===== config.mk =====
export PLATFORM = sky130hd
export DESIGN_NAME = io_ports
export DESIGN_NICKNAME = d
export VERILOG_FILES = /design/src/rtl/io_ports.sv
export SDC_FILE = /design/constraint.sdc
export NUM_CORES = 1
export LEC_CHECK = 0
export CELL_PAD_IN_SITES_DETAIL_PLACEMENT = 0
export CELL_PAD_IN_SITES_GLOBAL_PLACEMENT = 2
export CORE_MARGIN = 3
export CORE_UTILIZATION = 30
export DETAILED_ROUTE_END_ITERATION = 12
export PLACE_DENSITY = 0.7
export SETUP_SLACK_MARGIN = 0.2
export SLEW_MARGIN = 30
export SYNTH_ARGS = -nofsm -noshare
export SYNTH_HDL_FRONTEND = slang
export SYNTH_SLANG_ARGS = --single-unit

===== constraint.sdc =====
create_clock -name clk -period 1.6 [get_ports clk]
set_clock_uncertainty 0.2 [all_clocks]
set_input_delay 0.32 -clock clk [delete_from_list [all_inputs] [get_ports clk]]
set_output_delay 0.32 -clock clk [all_outputs]
set_load 0.01 [all_outputs]

===== src/rtl/io_ports.sv =====
// Parametrised I/O port block: write-enabled output registers, synchronised input
// mux, per-port change detection with sticky maskable event flags and one irq line.
module io_ports #(
  parameter int unsigned WIDTH       = 8,
  parameter int unsigned NPORTS      = 4,
  parameter int unsigned SYNC_STAGES = 2,
  localparam int unsigned SELW       = (NPORTS > 1) ? $clog2(NPORTS) : 1
) (
  input  logic                    clk,
  input  logic                    reset,
  input  logic                    out_we,
  input  logic [SELW-1:0]         out_sel,
  input  logic [WIDTH-1:0]        out_data,
  output logic [NPORTS*WIDTH-1:0] out_ports,
  input  logic [NPORTS*WIDTH-1:0] in_ports,
  input  logic [SELW-1:0]         in_sel,
  output logic [WIDTH-1:0]        in_data,
  input  logic                    in_rd,
  input  logic [NPORTS-1:0]       ev_en,
  output logic [NPORTS-1:0]       ev_pending,
  output logic                    irq
);

  localparam int unsigned WarmMax = SYNC_STAGES + 1;
  localparam int unsigned CntW    = $clog2(WarmMax + 1);

  logic [NPORTS-1:0][WIDTH-1:0]                  out_q, out_d;
  logic [SYNC_STAGES-1:0][NPORTS-1:0][WIDTH-1:0] sync_q;
  logic [NPORTS-1:0][WIDTH-1:0]                  sync, prev_q;
  logic [CntW-1:0]                               warm_q, warm_d;
  logic                                          warm_done;
  logic [NPORTS-1:0]                             chg, pend_q, pend_d;

  assign sync      = sync_q[SYNC_STAGES-1];
  assign warm_done = (warm_q == CntW'(WarmMax));

  // Out-of-range selects match no port, so such writes, reads and clears vanish.
  always_comb begin
    out_d   = out_q;
    in_data = '0;
    for (int k = 0; k < NPORTS; k++) begin
      if (out_we && (out_sel == SELW'(k))) begin
        out_d[k] = out_data;
      end
      if (in_sel == SELW'(k)) begin
        in_data = sync[k];
      end
    end
  end

  // Set has priority over a same-cycle read clear.
  always_comb begin
    chg    = '0;
    pend_d = '0;
    for (int k = 0; k < NPORTS; k++) begin
      chg[k]    = (sync[k] != prev_q[k]) && warm_done && ev_en[k];
      pend_d[k] = chg[k] | (pend_q[k] & ~(in_rd && (in_sel == SELW'(k))));
    end
  end

  always_comb begin
    warm_d = warm_q;
    if (!warm_done) begin
      warm_d = warm_q + CntW'(1);
    end
  end

  always_ff @(posedge clk) begin
    if (reset) begin
      out_q  <= '0;
      sync_q <= '0;
      prev_q <= '0;
      warm_q <= '0;
      pend_q <= '0;
    end else begin
      out_q     <= out_d;
      sync_q[0] <= in_ports;
      for (int i = 1; i < SYNC_STAGES; i++) begin
        sync_q[i] <= sync_q[i-1];
      end
      prev_q <= sync;
      warm_q <= warm_d;
      pend_q <= pend_d;
    end
  end

  assign out_ports  = out_q;
  assign ev_pending = pend_q;
  assign irq        = |pend_q;

endmodule


-- Word level (Yosys, flattened, before mapping)
Cells that the tools add are included.
W data, S select, Z words.
- flip-flop bits (word level): 134
- bits of input ports: 52
- add/sub/neg operators: 1
- eq/ne operators: 11
- multiplexer cells: 4
- bitwise gates (word level): 12
- reduce and logical (&&, ||, !) cells: 19
- operator list (cell ; count):
    $mux W8 ; 4
    $ne A8 B8 Y1 ; 4
    $logic_and A1 B1 Y1 ; 16
    $eq A2 B2 Y1 const B ; 5
    $and A1 B1 Y1 ; 4
    $eq A2 B1 Y1 const B ; 2
    $logic_not A2 Y1 ; 2
    $not A1 Y1 ; 4
    $or A1 B1 Y1 ; 4
    $reduce_or A4 Y1 ; 1
    $add A2 B1 Y2 const B ; 1

-- Longest topological paths before layout
- word-level depth: 5
- depth in mapped cells: 5

-- Worst setup path before layout
Ideal clock, no wire load.
- kind: in2out
- start point: input port in_sel[0]
- end point: output port in_data[1]
- arrival time: 980 ps
- slack: 100 ps
- stages on the path: 2
- cells stage by stage: buf_6 > mux4_2
- cells in the longest elaborated chain, start to end: 5
- ends and longest elaborated chain (item ; RTL line ; text):
    from (decl) ; 16 ; input logic [SELW-1:0] in_sel,
    $logic_not A2 Y1 ; 45 ; if (in_sel == SELW'(k)) begin
    $mux W8 (3 in series) ; 45 ;
    $mux W8 (*) ; 45 ;
    to (decl) ; 17 ; output logic [WIDTH-1:0] in_data,
Mark *: on every way between the ends. The rest lies on a longest branch, timed or not.

-- Worst setup path after layout
- start point: register pend_q[0], in the netlist ev_pending[0]
- end point: output port irq
- cells in the longest elaborated chain, start to end: 1
- ends and longest elaborated chain (item ; RTL line ; text):
    from (decl) ; 32 ; logic [NPORTS-1:0] chg, pend_q, pend_d;
    from (signal assigned) ; 83 ; pend_q <= pend_d;
    $reduce_or A4 Y1 ; 89 ; assign irq = |pend_q;
    to (decl) ; 21 ; output logic irq
Every way passes these cells.

==> metrics.md <==
| Metric | Value |
|---|---|
| Status | complete, but fails checks |
| Violated checks | setup timing |
| Initial antenna violation count | 0 |
| Min-delay worst type | input pin to register |
| Max Clk Rate | 521 MHz |
| Count leader, synth | dfxtp_1 |
| Clock Latency Late Sink | 0.41 ns |
| Worst Setup Slack, final | -0.321 ns |
| Maxcap violations | 0 |
| IO Pins | 97 |
| Post-route DRC | 0 |
| DRT iter0 DRCs | 92 |
| Worst slew pin tran | 0.301 ns |
| Drt wl/cell | ~14 um |
| Crit end category | primary output |
| CP arrival | 1.40 ns |
| Count of final hold-check violations | 0 |
| Synth top area cells | dfxtp_1 59%, nor2b_1 13%, mux2i_1 7.3% |
| Top cells by count, synth | 134 x dfxtp_1, 98 x nor2b_1, 34 x nor2_1 |
| FF+latch count, synth | 134 |
| Die height | 129 um |
| Minimum clock period | between 1.5 and 2 ns |
| Leak | about 0.003 uW |
| Initial Util | 0.309 |
| CTS Buffer Depth | 2 |
| ANT cells | 0 |
| CTS buffer count | 17 |
| Startpoint Class | register |
| Final Core Density | 0.476 |
| Die area | 16700 um^2 |
| Final setup vio count | 9 |
| Die W | 129 um |
| Total power | 8140 uW |
| Seq/Total Area, Yosys | 0.590 |
| Final Max Tran Viols | 0 |
| DP HPWL | 7490 um |
| Row count | 44 |
| Power per cell area | 1160 nW/um^2 |
| Core box area | 14700 um^2 |
| Ys async rst share | 0 |
| Cell count after synthesis | 390 |
| WS Path Type | register to primary output |
| Top FF cell, synth | dfxtp_1 |
| Fill count | 1359 |
| Routability cong. | 0.720 |
| Max VDD drop | 0.802 mV |
| Sink Count | 134 |
| Nets@finish | 593 |
| 1st-pass router iterations | 4 |
| Synth Cell Area | roughly 4500 um^2 |
| Max Fanout on Critical Path | 2 |
| CTS tree | yes |
| First-pass GRT wire length | between 15000 and 20000 um |
| Drt via density | 4.19 |
| Period utilization | 1.20 |
| Clk root buf | clkbuf_16 |
| Critical Path RT | ~1.1 ns |
| Relative slew slack | 0.799 |
| Routed wire length | 10500 um |
| RSZ-0062 raised after global routing | yes |
| Avg Inst Size Synth | 11.7 um^2 |
| Post-synth EDFFs | 0 |
| Gr ovfl total | 0 |
| # hold bufs at CTS | 0 |
| # port buffers | 96 |
| Antenna Violating Nets Remaining | 0 |
| Largest net degree at the start of global routing | 69 |
| H-tree Lvls | 4 |
| Clk slew on worst S/H paths | 0.05 ns |
| Cell taking the most area after synthesis | dfxtp_1 |
| Synth warnings | 0 |
| Vias | approximately 3.1k |
| Net Count, Synth | 443 |
| Area fraction of the dominant cell type after synthesis | 0.590 |
| Fraction of layout cells with a size suffix above 1 | 0.382 |
| GRT Total Usage | 0.134 |
| Fin Hold WS | about 0.13 ns |
| Vias in the first global route | a little over 3k |
| Syn-to-layout area delta | 53.8% |
| Synth unique cells | 24 |
==> through the flow <==
step | setup slack, ns | std cells | instance area (um^2) | setup TNS [ns]
6_report | -0.321 | 737 | 6990 | -2.65
5_1_grt | -0.363 | 737 | 6990 | -3.00
4_1_cts | -0.337 | 735 | 6790 | -2.86
3_5_place_dp | -0.931 | 697 | 6050 | -13.74
3_3_place_gp | -0.934 | 697 | 6050 | -12.77
2_1_floorplan | 0.130 | 390 | 4550 | 0
==> logic make-up after synthesis <==
family | Yosys count | share of synthesized area
AOI/OAI and AO/OA | 6 | 0.00881
and+or+nand+nor | 155 | 0.196
muxes | 41 | 0.114
buffers and inverters | 20 | 0.0248
adders and majority gates | 1 | 0.00275
DFF | 134 | 0.590
xor gates and xnor gates | 33 | 0.0636
==> layout by cell type (no fill, tap or decap), types with 2 or more instances in the layout <==
master and n:
buf_12 6, buf_2 4, buf_4 35, buf_6 56, bufinv_16 2, clkbuf_16 17, clkbuf_8 5, clkdlybuf4s50_1 45
clkinv_2 6, dfxtp_1 82, dfxtp_2 49, dfxtp_4 3, dlygate4sd2_1 4, mux2i_1 33, mux4_2 8, nand2_1 4
nand3b_1 5, nand4_1 8, nor2_1 34, nor2b_1 97, o211ai_1 4, xnor2_1 19, xnor2_2 12
==> state kept, by name (all words and copies together), names as in the netlist <==
register    flops
sync           32
sync_q         32
out_ports      32
ev_pending      4
prev_q         32
warm_q          2
==> report_power, final <==
part	switching (uW)	leakage, uW	internal, uW
combinational	286	0.00153	483
sequential	79.3	0.00112	3490
clock	1320	0.000298	2480
==> routing by layer <==
layer | GRT usage | share of wire | vias to the layer above
li1 | - | - | 1571
met1 | 0.167 | 0.46 | 1439
met2 | 0.216 | 0.48 | 65
met3 | 0.0367 | 0.039 | 16
met4 | 0.0649 | 0.019 | 0
met5 | 0 | 0 | -
==> final cells by class <==
class | instances | area (um^2) | area share
clock inverters | 9 | 97.6 | 0.0140
multi-input cells | 236 | 1860 | 0.266
flip-flops and latches | 134 | 2760 | 0.394
clock buffers | 23 | 498 | 0.0712
well taps | 184 | 230 | 0.0329
repair buffers | 151 | 1550 | 0.222
==> worst max-delay path, stage by stage, from the launching register on <==
cell and delay (ns):
dfxtp_2 0.32, or4_4 0.53, buf_6 0.14
==> final timing paths <==
check / start / end / slack, ns / cells past startpoint
max reg2reg: sync[31]$_SDFF_PP0_ / ev_pending[3]$_SDFF_PP0_ / 0.11 / 7
max: ev_pending[0]$_SDFF_PP0_ / irq / -0.32 / 2
min reg2reg: sync_q[11]$_SDFF_PP0_ / sync[11]$_SDFF_PP0_ / 0.23 / 1
min: reset / ev_pending[3]$_SDFF_PP0_ / 0.13 / 4
==> timing repair <==
action	in CTS	in global routing
endpoints found under the setup margin	54	38
hold endpoints to repair	0	0
resized for setup	281	37
pin swaps	7	10
cloned	2	0
setup buffers	4	2
No activity file was read; power rests on OpenSTA's default activity.
